$ cat config.mk
export PLATFORM = sky130hd
export DESIGN_NAME = seven_seg_scan_ctrl
export DESIGN_NICKNAME = d
export VERILOG_FILES = /design/src/rtl/seven_seg_pkg.sv /design/src/rtl/seven_seg_tick_gen.sv /design/src/rtl/seven_seg_scan_ctrl.sv
export SDC_FILE = /design/constraint.sdc
export NUM_CORES = 1
export LEC_CHECK = 0
export BUFFER_PORTS_ARGS = -buffer_cell sky130_fd_sc_hd__buf_4
export CAP_MARGIN = 30
export CELL_PAD_IN_SITES_DETAIL_PLACEMENT = 1
export CELL_PAD_IN_SITES_GLOBAL_PLACEMENT = 1
export CORE_ASPECT_RATIO = 1.1
export CORE_MARGIN = 2
export CORE_UTILIZATION = 40
export DETAILED_ROUTE_END_ITERATION = 7
export PLACE_DENSITY = 0.69
export SLEW_MARGIN = 20
export SYNTH_ARGS = -nofsm -noshare
export SYNTH_HDL_FRONTEND = slang
export SYNTH_HIERARCHICAL = 1
export SYNTH_SLANG_ARGS = --single-unit
$ cat constraint.sdc
create_clock -name clock -period 2.7 [get_ports clock]
set_input_delay 0.135 -clock clock [delete_from_list [all_inputs] [get_ports clock]]
set_output_delay 0.135 -clock clock [all_outputs]
set_load 0.05 [all_outputs]
$ cat src/rtl/seven_seg_pkg.sv
// seven_seg_pkg: shared types, constants and the active-low hex glyph table for the scan controller.
package seven_seg_pkg;

    typedef enum logic {BLANK, DRIVE} scan_state_t;

    localparam logic [6:0] SEG_OFF = 7'h7F;

    // Glyph bits are {g,f,e,d,c,b,a}, 0 = segment lit.
    function automatic logic [6:0] hex_to_seg(input logic [3:0] h);
        case (h)
            4'h0: return 7'h40;
            4'h1: return 7'h79;
            4'h2: return 7'h24;
            4'h3: return 7'h30;
            4'h4: return 7'h19;
            4'h5: return 7'h12;
            4'h6: return 7'h02;
            4'h7: return 7'h78;
            4'h8: return 7'h00;
            4'h9: return 7'h10;
            4'hA: return 7'h08;
            4'hB: return 7'h03;
            4'hC: return 7'h46;
            4'hD: return 7'h21;
            4'hE: return 7'h06;
            default: return 7'h0E;
        endcase
    endfunction

endpackage

$ cat src/rtl/seven_seg_tick_gen.sv
// seven_seg_tick_gen: per-slot prescaler; strobes the last dead-time cycle and the slot end, frozen while enable=0.
module seven_seg_tick_gen #(
    parameter int TICK_DIV = 50000,
    parameter int DEAD_CYC = 16
) (
    input  logic clock,
    input  logic nReset,
    input  logic enable,
    output logic slot_end,
    output logic dead_end
);
    localparam int CW = $clog2(TICK_DIV);

    logic [CW-1:0] count;

    assign slot_end = enable && count == CW'(TICK_DIV - 1);
    assign dead_end = enable && count == CW'(DEAD_CYC - 1);

    always_ff @(posedge clock or negedge nReset) begin
        if (!nReset) count <= '0;
        else if (slot_end) count <= '0;
        else if (enable) count <= count + 1'b1;
    end

endmodule

$ cat src/rtl/seven_seg_scan_ctrl.sv
// seven_seg_scan_ctrl: multiplexed common-anode 7-seg scanner with frame-synchronous double buffer.
// Optional leading-zero suppression when SEVEN_SEG_LZ_BLANK_EN is defined.
module seven_seg_scan_ctrl
    import seven_seg_pkg::*;
#(
    parameter int NUM_DIGITS = 4,
    parameter int TICK_DIV   = 50000,
    parameter int DEAD_CYC   = 16
) (
    input  logic                    clock,
    input  logic                    nReset,
    input  logic                    enable,
    input  logic                    load_valid,
    output logic                    load_ready,
    input  logic [4*NUM_DIGITS-1:0] load_value,
    output logic [6:0]              seg,
    output logic [NUM_DIGITS-1:0]   anode,
    output logic                    frame_done
);
    localparam int IW = $clog2(NUM_DIGITS);

    logic                    slot_end, dead_end, last, wrap, show, full;
    logic [IW-1:0]           idx;
    logic [4*NUM_DIGITS-1:0] shadow, active;
    logic [NUM_DIGITS-1:0]   lz;
    scan_state_t             state, state_nxt;

    seven_seg_tick_gen #(.TICK_DIV(TICK_DIV), .DEAD_CYC(DEAD_CYC)) u_tick (
        .clock   (clock),
        .nReset  (nReset),
        .enable  (enable),
        .slot_end(slot_end),
        .dead_end(dead_end)
    );

`ifdef SEVEN_SEG_LZ_BLANK_EN
    // A digit is a leading zero when it and every nibble above it are zero.
    always_comb begin
        lz = '0;
        for (int i = 1; i < NUM_DIGITS; i++) lz[i] = (active >> (4 * i)) == '0;
    end
`else
    assign lz = '0;
`endif

    assign last       = idx == IW'(NUM_DIGITS - 1);
    assign wrap       = slot_end && last;
    assign show       = state == DRIVE && !lz[idx];
    assign load_ready = !full;

    always_comb begin
        state_nxt = (state == BLANK && dead_end) ? DRIVE :
                    (state == DRIVE && slot_end) ? BLANK : state;
    end

    always_ff @(posedge clock or negedge nReset) begin
        if (!nReset) begin
            state <= BLANK;
            idx   <= '0;
        end else begin
            state <= state_nxt;
            idx   <= slot_end ? (last ? '0 : idx + 1'b1) : idx;
        end
    end

    // The shadow cannot accept while full, so commit and transfer never collide.
    always_ff @(posedge clock or negedge nReset) begin
        if (!nReset) begin
            shadow <= '0;
            active <= '0;
            full   <= 1'b0;
        end else if (wrap && full) begin
            active <= shadow;
            full   <= 1'b0;
        end else if (load_valid && !full) begin
            shadow <= load_value;
            full   <= 1'b1;
        end
    end

    always_ff @(posedge clock or negedge nReset) begin
        if (!nReset) begin
            anode      <= '1;
            seg        <= SEG_OFF;
            frame_done <= 1'b0;
        end else begin
            anode      <= (enable && show) ? ~(NUM_DIGITS'(1) << idx) : '1;
            seg        <= (enable && show) ? hex_to_seg(active[4*idx +: 4]) : SEG_OFF;
            frame_done <= wrap;
        end
    end

endmodule

==> results.yml <==
global_routing:
  grt_max_degree: 65
  antenna_found_initial: 0
  met2_usage_pct: 23.6
  grt_pass1_wl_um: 9400
  busiest_layer: "met2"
  grtUsageMet3_pct: 3.80
  met1_usage_pct: 20.0
  grt_pass1_vias: 1937
  overflow: 0
  grt_use_total_pct: 15.4
clock_network:
  cts_inserted_buffers: 9
  cts_setup_buffers: 0
  clock-sinks: 64
  cts.clk_slew.worst_paths_ns: 0.07
  tritoncts: "done"
  clock_tree.buffer_depth: 2
  cts_resized: 0
  hold_buffers: 3
  htreeDepth: 3
  clockRootBuffer: "clkbuf_8"
  clock_latency_ns: 0.35
synthesis:
  syn-num-nets: 257
  syn_inst: 226
  synth.most_common_cell: "dfrtp_1"
  ys_types: 39
  ys.flop_type: "dfrtp_1"
  ys_seq_area_share_pct: 55.8
  yosys_warnings: 6
  netlist_area_mm2: 0.00290
  yosys.area.top_type: "dfrtp_1"
  avgSynthCellArea_um2: 12.8
  synth.area.top_cells: "dfrtp_1 (46%), mux2_2 (13%), dfstp_2 (10%)"
  synth_top_area_share_pct: 45.8
  async_flop_share_pct: 100
  synth_enable_flop_cells: 0
  ys_seq_elements: 64
  synth_common_cells: "dfrtp_1 (53), mux2_2 (33), nand2_1 (14)"
timing:
  fin_crit_sh_pct: 85.1
  hold_viol_final: 0
  hold_ws_ns: 0.0191
  worst_slew_pin_slew_ns: 0.783
  finalClockSkew_ns: 0.00570
  fmaxAchievable_ghz: 0.435
  tns_ns: 0
  max-slew-margin-rel_pct: 47.8
  finalSetupViolCount: 0
  final_max_slew_viol_count: 0
  period_needed_ns: 2.30
  rsz0062_at_grt: "no"
power_and_ir_drop:
  powerDensity_mw_per_mm2: 602
  power_leakage_nw: 1.57
  finalPower_w: 0.00207
  peakVddDrop_uv: 327
status:
  outcome: "finished, final reports clean"
worst_hold_path:
  holdPathStages: 2
  min_path_type: "input pin to flip-flop"
  min_from: "load_value[11]"
  hold_path_end: "shadow[11]"
layout:
  fillerInstances: 724
  final_net_count: 298
  fin_cells: 357
  layout-drive-gt1-share_pct: 37.5
  syn_to_final_growth_pct: 18.7
  final_area_mm2: 0.00344
  antennaDiodeCount: 0
floorplan:
  num_rows: 32
  dieArea_mm2: 0.00794
  chipWidth_um: 85.1
  coreArea_mm2: 0.00701
  initial_utilization_pct: 41.3
  die_h_um: 93.2
  pin_count: 33
worst_setup_path:
  ff2ff_setup_slack_ns: 0.40
  cp_data_arrival_time_ns: 2.53
  rr_worst_depth: 7
  crit_path_start: "u_tick/count[0]"
  cp-end-kind: "flip-flop"
  r2r_start: "u_tick/count[0]"
  critPathKind: "flip-flop to flip-flop"
  crit_fanout: 17
  worstReg2RegEnd: "active[10]"
  crit_required_ns: 2.93
  cp-start-kind: "flip-flop"
detailed_routing:
  drc_errors: 0
  num_vias: 1835
  drtPass1Iterations: 4
  viasPerCell: 5.14
  detail-route-antenna-nets: 0
  finalWirelength_um: 5430
  post_drt_wl_per_cell_um: 15.2
  drtIter0Drc: 51
place:
  placed_cell_area_mm2: 0.00321
  hpwl_um: 3760
  numPortBuffers: 32
  gp_congestion: 0.835
  dp_cells: 338
run:
  drv_cap: 0
-- flip-flops by register name, indices dropped and copies added, names as in the netlist --
register,count
active,16
anode,4
frame_done,1
full,1
idx,2
seg,7
shadow,16
state,1
u_tick/count,16
-- metrics by stage --
step                      utilization, %  setup slack (ns)
final                               49.1             0.403
after global placement              45.8             0.429
after CTS                           49.1             0.342
after global routing                49.1             0.174
after floorplan                        -             0.474
after detailed placement            45.8             0.358
-- cell type report --
| type | instances | area, um^2 | share of cell area (%) |
|---|---|---|---|
| clock buffer | 9 | 124 | 3.60 |
| clock inverter | 7 | 71.3 | 2.07 |
| multi-input combinational | 146 | 1200 | 34.9 |
| tap | 85 | 106 | 3.09 |
| timing repair buffer | 37 | 285 | 8.30 |
| inverter | 9 | 33.8 | 0.983 |
| sequential | 64 | 1620 | 47.0 |
-- power breakdown --
part | internal, W | switching, W
registers | 0.00102 | 0.0000708
logic | 0.0000876 | 0.0000660
clock network | 0.000425 | 0.000395
-- cells by family (layout without fill, tap and decap cells) --
logic type,count (synthesis),after routing,share of synthesized area (%)
XOR/XNOR,14,14,4.23
flip-flops,64,64,55.8
adder cells (fa/ha/maj),11,11,4.75
buffers and inverters,16,62,2.72
multiplexers,38,38,16.3
AND/OR/NAND/NOR,61,61,11.6
AO/OA/AOI/OAI,22,22,4.62
-- metal layers --
metal | vias to the layer above | wire, um
met5 | - | 0
met4 | 0 | 119
met3 | 10 | 192
met2 | 33 | 2580
met1 | 912 | 2530
li1 | 880 | -
-- critical path: stages (launching register included) --
cell     delay, ns
dfrtp_1       0.38
ha_1          0.20
and4_2        0.28
nand3_2       0.11
nor3_4        0.20
and2_1        0.17
nand2_1       0.40
mux2_2        0.43
-- worst max path at each step --
stage                      end  slack, ns  cells after the start
finish              active[10]       0.40                      7
detailed placement  active[10]       0.36                      7
global route        active[13]       0.17                      7
CTS                  active[6]       0.34                      7
floorplan            active[0]       0.47                      8
global placement    active[15]       0.43                      7
-- placed cells by master, fill, tap and decap left out, drive strengths merged, types with 2 or more instances in the layout --
master	instances
nand3	7
and3	2
nor2	13
o21ai	6
ha	11
clkinv	2
nor3	4
dfstp	11
dlygate4sd3	3
xor2	4
mux4	4
xnor2	10
nand2b	3
clkbuf	9
nor4	2
nor2b	2
and4	3
inv	10
dfrtp	53
mux2	33
o221ai	2
and2	3
buf	34
nand4	6
clkinvlp	3
nand2	14
a31oi	3
a21oi	6
No activity file was read; power rests on OpenSTA's default activity.
